<file path="src/rtl/cpu_pkg.sv">
// cpu_pkg: opcodes, sequencer states, op classes and IR field positions shared by the control unit
package cpu_pkg;
    localparam logic [4:0] OP_LD   = 5'b00000;
    localparam logic [4:0] OP_LDI  = 5'b00001;
    localparam logic [4:0] OP_ST   = 5'b00010;
    localparam logic [4:0] OP_ADD  = 5'b00011;
    localparam logic [4:0] OP_ROL  = 5'b01011;
    localparam logic [4:0] OP_ADDI = 5'b01100;
    localparam logic [4:0] OP_ORI  = 5'b01110;
    localparam logic [4:0] OP_MUL  = 5'b01111;
    localparam logic [4:0] OP_DIV  = 5'b10000;
    localparam logic [4:0] OP_NEG  = 5'b10001;
    localparam logic [4:0] OP_NOT  = 5'b10010;
    localparam logic [4:0] OP_MFHI = 5'b11000;
    localparam logic [4:0] OP_MFLO = 5'b11001;
    localparam logic [4:0] OP_NOP  = 5'b11010;
    localparam logic [4:0] OP_HALT = 5'b11011;
    localparam int OP_HI = 31;
    localparam int OP_LO = 27;
    localparam int RA_HI = 26;
    localparam int RA_LO = 23;
    localparam int RB_HI = 22;
    localparam int RB_LO = 19;
    localparam int RC_HI = 18;
    localparam int RC_LO = 15;
    typedef enum logic [3:0] {RST, T0, T1, T2, T3, T4, T5, T6, T7, HALT} state_t;
    typedef enum logic [3:0] {
        CL_ALU_R, CL_ALU_I, CL_MULDIV, CL_UNARY, CL_LDI, CL_LD, CL_ST,
        CL_MFHI, CL_MFLO, CL_NOP, CL_HALT
    } op_class_t;
endpackage

</file>
<file path="src/rtl/op_class_decode.sv">
// op_class_decode: maps a 5-bit opcode to its execute-sequence class
module op_class_decode
    import cpu_pkg::*;
(
    input  logic [4:0] op,
    output op_class_t  cls
);
    // br/jr/jal/in/out and reserved codes share the nop sequence
    always_comb
        cls = (op == OP_LD)                      ? CL_LD     :
              (op == OP_LDI)                     ? CL_LDI    :
              (op == OP_ST)                      ? CL_ST     :
              (op >= OP_ADD  && op <= OP_ROL)    ? CL_ALU_R  :
              (op >= OP_ADDI && op <= OP_ORI)    ? CL_ALU_I  :
              (op == OP_MUL  || op == OP_DIV)    ? CL_MULDIV :
              (op == OP_NEG  || op == OP_NOT)    ? CL_UNARY  :
              (op == OP_MFHI)                    ? CL_MFHI   :
              (op == OP_MFLO)                    ? CL_MFLO   :
              (op == OP_HALT)                    ? CL_HALT   : CL_NOP;
endmodule

</file>
<file path="src/rtl/control_unit.sv">
// control_unit: hardwired fetch/execute sequencer driving the datapath strobes
module control_unit
    import cpu_pkg::*;
(
    input  logic        Clock,
    input  logic        Clear,
    input  logic [31:0] IR,
    output logic        PCout, Zhighout, Zlowout, MDRout, HIout, LOout,
    output logic        PCin, IRin, MARin, MDRin, Yin, Zin, HIin, LOin,
    output logic        Gra, Grb, Grc,
    output logic        Rin, Rout, BAout, Cout,
    output logic        IncPC, Read, Write,
    output logic [4:0]  opcode,
    output logic        Run
);
    state_t    state, nxt;
    op_class_t cls;
    logic [4:0] op;
    logic unused_ir;

    assign op = IR[OP_HI:OP_LO];
    assign unused_ir = ^IR[RA_HI:0];

    op_class_decode u_dec (.op(op), .cls(cls));

    always_comb begin
        nxt = T0;
        case (state)
            T2:   nxt = (cls == CL_HALT) ? HALT : (cls == CL_NOP) ? T0 : T3;
            T3:   nxt = (cls == CL_MFHI || cls == CL_MFLO) ? T0 : T4;
            T4:   nxt = (cls == CL_UNARY) ? T0 : T5;
            T5:   nxt = (cls == CL_LD || cls == CL_ST || cls == CL_MULDIV) ? T6 : T0;
            T6:   nxt = (cls == CL_MULDIV) ? T0 : T7;
            T0:   nxt = T1;
            T1:   nxt = T2;
            HALT: nxt = HALT;
            default: nxt = T0;
        endcase
    end

    always_ff @(posedge Clock)
        state <= Clear ? RST : nxt;

    always_comb begin
        {PCout, Zhighout, Zlowout, MDRout, HIout, LOout} = '0;
        {PCin, IRin, MARin, MDRin, Yin, Zin, HIin, LOin} = '0;
        {Gra, Grb, Grc, Rin, Rout, BAout, Cout, IncPC, Read, Write} = '0;
        opcode = '0;
        Run = (state != RST) && (state != HALT);
        case (state)
            T0: {PCout, MARin, IncPC, Zin} = '1;
            T1: {Zlowout, PCin, Read, MDRin} = '1;
            T2: {MDRout, IRin} = '1;
            T3: case (cls)
                CL_ALU_R, CL_ALU_I:   {Grb, Rout, Yin} = '1;
                CL_MULDIV:            {Gra, Rout, Yin} = '1;
                CL_UNARY: begin {Grb, Rout, Zin} = '1; opcode = op; end
                CL_LDI, CL_LD, CL_ST: {Grb, BAout, Yin} = '1;
                CL_MFHI:              {HIout, Gra, Rin} = '1;
                CL_MFLO:              {LOout, Gra, Rin} = '1;
                default: ;
            endcase
            T4: case (cls)
                CL_ALU_R:  begin {Grc, Rout, Zin} = '1; opcode = op; end
                CL_ALU_I:  begin {Cout, Zin} = '1; opcode = op; end
                CL_MULDIV: begin {Grb, Rout, Zin} = '1; opcode = op; end
                CL_UNARY:  {Zlowout, Gra, Rin} = '1;
                CL_LDI, CL_LD, CL_ST: begin {Cout, Zin} = '1; opcode = OP_ADD; end
                default: ;
            endcase
            T5: case (cls)
                CL_ALU_R, CL_ALU_I, CL_LDI: {Zlowout, Gra, Rin} = '1;
                CL_MULDIV:                  {Zlowout, LOin} = '1;
                CL_LD, CL_ST:               {Zlowout, MARin} = '1;
                default: ;
            endcase
            T6: case (cls)
                CL_MULDIV: {Zhighout, HIin} = '1;
                CL_LD:     {Read, MDRin} = '1;
                CL_ST:     {Gra, Rout, MDRin} = '1;
                default: ;
            endcase
            T7: case (cls)
                CL_LD:   {MDRout, Gra, Rin} = '1;
                CL_ST:   Write = 1'b1;
                default: ;
            endcase
            default: ;
        endcase
    end
endmodule

</file>
<file path="config.mk">
export PLATFORM = sky130hd
export DESIGN_NAME = control_unit
export DESIGN_NICKNAME = d
export VERILOG_FILES = /design/src/rtl/cpu_pkg.sv /design/src/rtl/op_class_decode.sv /design/src/rtl/control_unit.sv
export SDC_FILE = /design/constraint.sdc
export NUM_CORES = 1
export LEC_CHECK = 0
export BUFFER_PORTS_ARGS = -buffer_cell sky130_fd_sc_hd__buf_2
export CORE_MARGIN = 2
export CORE_UTILIZATION = 44
export DETAILED_ROUTE_END_ITERATION = 6
export HOLD_SLACK_MARGIN = 0.1
export PLACE_DENSITY = 0.93
export SETUP_SLACK_MARGIN = 0.1
export SLEW_MARGIN = 25
export SYNTH_ARGS = -nofsm -noshare
export SYNTH_HDL_FRONTEND = slang
export SYNTH_SLANG_ARGS = --single-unit
export TNS_END_PERCENT = 20
</file>
<file path="constraint.sdc">
create_clock -name Clock -period 4.5 [get_ports Clock]
set_input_delay 0.45 -clock Clock [delete_from_list [all_inputs] [get_ports Clock]]
set_output_delay 0.45 -clock Clock [all_outputs]
set_load 0.01 [all_outputs]
</file>
# Word-level counts from Yosys, hierarchy flattened
# Index checks and enable logic that the tools add are counted.
[word_totals]
out_inout_bits = 30
inputBits = 34
reg_bits = 4
[op_classes]
n_eq_ne = 29
magnitude_cmp = 4
n_reduce_logical = 22
n_mux = 59
[op_table]
columns = ["op", "count"]
rows = [
  ["two-way mux 4 bit", 11],
  ["equality test 4 x 3 -> 1 bit (second input constant)", 8],
  ["case mux 4 bit (8 select lines)", 1],
  ["equality test 5 bit (second input constant)", 6],
  ["two-way mux 1 bit", 29],
  ["equality test 4 bit (second input constant)", 5],
  ["case mux 5 bit (2 select lines)", 2],
  ["equality test 4 x 2 -> 1 bit (second input constant)", 4],
  ["two-way mux 3 bit", 4],
  ["OR reduction 3 bit", 4],
  ["OR reduction 6 bit", 2],
  ["less-or-equal comparator 5 x 4 -> 1 bit (second input constant)", 2],
  ["case mux 1 bit (2 select lines)", 5],
  ["case mux 1 bit (3 select lines)", 3],
  ["equality test 4 x 1 -> 1 bit (second input constant)", 2],
  ["OR reduction 4 bit", 2],
  ["OR reduction 2 bit", 3],
  ["equality test 5 x 1 -> 1 bit (second input constant)", 1],
  ["equality test 5 x 2 -> 1 bit (second input constant)", 1],
  ["equality test 5 x 4 -> 1 bit (second input constant)", 1],
  [">= comparator 5 x 2 -> 1 bit (second input constant)", 1],
  [">= comparator 5 x 4 -> 1 bit (second input constant)", 1],
  ["zero test 5 bit", 1],
  ["logical OR 1 bit", 5],
  ["8 further kinds", 10],
]

# Depth between registers and ports, before layout
[logic_depth]
word_depth = 16
mapped_depth = 6
ltp_nobuf = 4

# Modules after synthesis
# A second synthesis with hierarchy kept.
[unflattened]
hier_cells = 160
hier_area_um2 = 1042.2
[modules_own_cells]
columns = ["mod", "instances", "area_per_inst_um2", "cells_each"]
rows = [
  ["control_unit", 1, 894.6, 136],
  ["op_class_decode", 1, 147.6, 24],
]

# Least setup slack after synthesis
# OpenSTA, ideal clock, no wires.
[synth_timing]
kind = "input port to output port"
startpoint = "in IR[27]"
endpoint = "out opcode[4]"
arrival_time_ps = 1618
slack_ps = 2432
cell_stages = 5
n_path_buf = 1
required_ps = 4050
cell_sequence = "buf_6 maj3_2 o21ai_2 nand2_1 nor4bb_1"
[synth_between]
elab_chain_len = 15
elab_cells_between_ends = 40
cone_classes = "order compare (4); eq/ne (15); mux (13); reduce/logical (8)"
[synth_rtl]
columns = ["item", "line", "text"]
rows = [
  ["from (decl)", "control_unit.sv:7", "input logic [31:0] IR,"],
  ["equality test 5 bit", "op_class_decode.sv:19", "(op == OP_HALT) ? CL_HALT : CL_NOP;"],
  ["two-way mux 2 bit", "op_class_decode.sv:19", ""],
  ["two-way mux 4 bit", "op_class_decode.sv:18", "(op == OP_MFLO) ? CL_MFLO :"],
  ["two-way mux 4 bit", "op_class_decode.sv:17", "(op == OP_MFHI) ? CL_MFHI :"],
  ["two-way mux 4 bit", "op_class_decode.sv:16", "(op == OP_NEG || op == OP_NOT) ? CL_UNARY :"],
  ["two-way mux 4 bit", "op_class_decode.sv:15", "(op == OP_MUL || op == OP_DIV) ? CL_MULDIV :"],
  ["two-way mux 4 bit", "op_class_decode.sv:14", "(op >= OP_ADDI && op <= OP_ORI) ? CL_ALU_I :"],
  ["two-way mux 4 bit", "op_class_decode.sv:13", "(op >= OP_ADD && op <= OP_ROL) ? CL_ALU_R :"],
  ["two-way mux 4 bit", "op_class_decode.sv:12", "(op == OP_ST) ? CL_ST :"],
  ["two-way mux 4 bit", "op_class_decode.sv:11", "(op == OP_LDI) ? CL_LDI :"],
  ["two-way mux 4 bit *", "op_class_decode.sv:10", "cls = (op == OP_LD) ? CL_LD :"],
  ["equality test 4 x 3 -> 1 bit (tied with other cells)", "control_unit.sv:63", "T4: case (cls)"],
  ["OR reduction 3 bit, on equally long branches", "n/a", ""],
  ["case mux 5 bit (2 select lines)", "control_unit.sv:63", ""],
  ["case mux 5 bit (2 select lines) *", "control_unit.sv:50", "case (state)"],
  ["to (decl)", "control_unit.sv:13", "output logic [4:0] opcode,"],
]
# Mark *: on every way between the ends. The rest lies on a longest branch, timed or not.

# Worst setup path in the final report
[layout_timing]
startpoint = "reg state[0]"
endpoint = "out Grc"
[layout_between]
elab_chain_len = 2
[layout_rtl]
columns = ["item", "line", "text"]
rows = [
  ["from (decl)", "control_unit.sv:16", "state_t state, nxt;"],
  ["from (signal assigned)", "control_unit.sv:42", "state <= Clear ? RST : nxt;"],
  ["equality test 4 x 3 -> 1 bit", "control_unit.sv:50", ""],
  ["two-way mux 1 bit", "control_unit.sv:50", ""],
  ["to (decl)", "control_unit.sv:10", "output logic Gra, Grb, Grc,"],
]
# No other way between the ends.

==> metrics <==
leading registers by flop count=state: 4 flops; number of clock sinks=4; cts hold-fix bufs=0; share of cells above drive strength 1=28.4%; Leak=~0.5 nW; count of buffers inserted at the top-level ports=36; critical path capture point type=primary output; fraction of power consumed by sequential logic=between 20% and 30%; CTS buffer count=3; NumNets Final=about 200; FP Rows=16; count of antenna-violating nets left after detailed routing=0; tightest hold margin=0.369 ns; cell taking the most area after synthesis=sky130_fd_sc_hd__dfxtp_1; overflow left after global routing=0; number of nets produced by synthesis=between 150 and 200; worst-path cell chain=nor2b_1, nand3b_1, a2111oi_0, buf_2; quantity of gates resized following cts=0; setup total negative slack=0 ns; Mapped Area=slightly above 900 um^2; final std cells w/o fill=189; final design instance area without fill=between 0.001 and 0.0015 mm^2; max-slew headroom at the worst pin=~64%; dominant synthesized flop cell=sky130_fd_sc_hd__dfxtp_1; Core Region=approximately 0.0020 mm^2; largest reg by FF count=state; min cycle time layout=~2.6 ns; placed standard-cell area=0.00104 mm^2; critical-path maximum fanout=17; Cell Count Post-Placement=roughly 190; # IOs=64; synthesized netlist cell count=approximately 140; Total Routing Usage GR=around 22%; worst IR drop on VDD=approximately 0.092 mV; TritonCTS clock tree=built; setup fix buffers added after clock tree synthesis=0; flip-flop count of the largest register, all copies and words added=4; antenna diode instance count=0; root buffer cell=sky130_fd_sc_hd__clkbuf_4; unrepaired setup endpoints after global routing=no; synthesized area per cell=~6.7 um^2; register area share after synthesis=between 8 and 9%; first-pass GRT wire length=~4300 um; run status=finished clean; required time of the worst setup path=around 4.1 ns; Synth-to-Final Area Change=15.9%; synth top area cells=sky130_fd_sc_hd__dfxtp_1 8.7%, sky130_fd_sc_hd__nand2_1 6.1%, sky130_fd_sc_hd__o21ai_0 6.0%; via count of the first global-routing pass=approximately 900; Worst-path clk slew=~0.040 ns; Max H-tree Level=1; fraction of registers with async set/reset=0%; WL/cell=13.5 um; clock share of power=about 33%; Total Die Area=between 0.002 and 0.0025 mm^2; combinational share of power=between 30 and 40%; die boundary width=a little under 50 um; category of the critical setup timing path=reg2out; flop-to-flop setup slack=2.73 ns; clock skew=0.000736 ns; dominant cell by count in the synthesized netlist=sky130_fd_sc_hd__nand2_1; fraction of synthesized cell area taken by the top area cell type=8.72%; Final Cycle Share=between 50% and 60%; largest net degree at the start of global routing=23; initial drt markers=55; Tightest Pin Transition=0.537 ns; via count=between 1k and 1.5k; post-DP HPWL=approximately 1900 um; stage delay of the slowest cell on the critical path=~0.65 ns; initial core utilization=46.8%; CP Launch Type=flip-flop; antenna violations before repair=0; worst path buffer plus inverter count=1; max-capacitance violation count=0; Slew Viols, Final=0; worst setup slack before clock tree synthesis=about 2.2 ns; Max Clock Freq=0.391 GHz; Worst Hold Class=in2reg; net switching power=0.0570 mW; filler instances=between 200 and 250; family with the most delay on the worst path=flip-flops; Residual DRC=0; post-synthesis cell type count=between 40 and 50; vertical extent of the die=between 40 and 50 um; Max Buffers Root-to-Sink=2; area used by multi-input combinational logic=between 700 and 800 um^2; average via count per standard cell=6.04; cell at the slowest stage of the critical path=sky130_fd_sc_hd__dfxtp_1; final hold violations=0; footprint of the flip-flops and latches=roughly 80 um^2; number of flops mapped to enable cells by yosys=0; total iterations of the first detailed-routing run=4; Warnings, synthesis=0; worst path arrival time=about 2.1 ns; placer congestion estimate=between 0.9 and 1; most numerous cell types in the synthesized netlist=15 x sky130_fd_sc_hd__nand2_1, 11 x sky130_fd_sc_hd__o21ai_0, 10 x sky130_fd_sc_hd__a21oi_1; final worst slack=about 1.9 ns; Setup-failing EPs final=0; clock latency on the worst-skew pair=~0.25 ns; aggregate routed wire length=2560 um; Cell Pwr Density=135 mW/mm^2; #FFs+latches synth=4; P_int=between 0.08 and 0.09 mW; switching portion of total power=slightly below 40%
-- power groups by stage --
| stage | sequential [mW] | combinational (mW) | clock (mW) |
|---|---|---|---|
| 3_3_place_gp | 0.0409 | 0.0540 | 0 |
| 3_5_place_dp | 0.0409 | 0.0550 | 0 |
| 2_1_floorplan | 0.0386 | 0.0452 | 0 |
| 4_1_cts | 0.0403 | 0.0551 | 0.0474 |
| 6_report | 0.0405 | 0.0558 | 0.0479 |
| 5_1_grt | 0.0410 | 0.0620 | 0.0509 |
-- placed cells by master, fill, tap and decap left out, types with 4 or more instances in the layout --
cell type	n
sky130_fd_sc_hd__and2_1	4
sky130_fd_sc_hd__dfxtp_1	4
sky130_fd_sc_hd__nand2_1	15
sky130_fd_sc_hd__nor2_1	7
sky130_fd_sc_hd__nor3_1	7
sky130_fd_sc_hd__buf_2	36
sky130_fd_sc_hd__nand3_1	4
sky130_fd_sc_hd__a31oi_1	4
sky130_fd_sc_hd__a21oi_1	10
sky130_fd_sc_hd__o21ai_0	11
sky130_fd_sc_hd__nor2b_1	4
sky130_fd_sc_hd__inv_1	5
-- layout make-up --
type	count	share of cell area, %
Inverter	5	1.76
Tap cell	27	3.17
Sequential cell	4	7.52
Clock buffer	3	2.12
Timing Repair Buffer	36	16.9
Multi-Input combinational cell	114	68.5
-- cells by family (layout without fill, tap and decap cells) --
logic type                 Yosys count  after routing  synth area share (%)
adders and majority gates            1              1                  1.23
buffers and inverters               19             44                  11.9
xor gates and xnor gates             4              4                  3.82
muxes                                1              1                  1.09
AOI/OAI and AO/OA                   43             43                  31.1
and+or+nand+nor                     65             65                  42.2
DFF                                  4              4                  8.72
-- layer usage --
metal	track usage, %	part of all wire [%]	vias to the layer above
met5	0	0	-
met4	11.1	2.7	0
met3	3.94	8.9	6
met2	31.6	45	63
met1	31.3	43	516
li1	-	-	557
-- final timing paths --
check,cells after the start,endpoint,from
max,4,Grc,state[0]
min,2,state[0],Clear
max reg2reg,4,state[2],state[0]
min reg2reg,2,state[3],state[3]
-- per-stage QoR --
| step | utilization, % | total power [mW] |
|---|---|---|
| 2_1_floorplan | - | 0.0838 |
| 3_3_place_gp | 53.1 | 0.0949 |
| 3_5_place_dp | 53.1 | 0.0958 |
| 4_1_cts | 54.3 | 0.143 |
| 5_1_grt | 54.3 | 0.154 |
| 6_report | 54.3 | 0.144 |
-- worst register-to-register path: cells and delay by family, from the launching register on --
family	cells	cell delay [ns]
AO/OA/AOI/OAI	1	0.21
flip-flops	1	0.65
AND/OR/NAND/NOR	3	0.83
No activity file was read; power rests on OpenSTA's default activity.
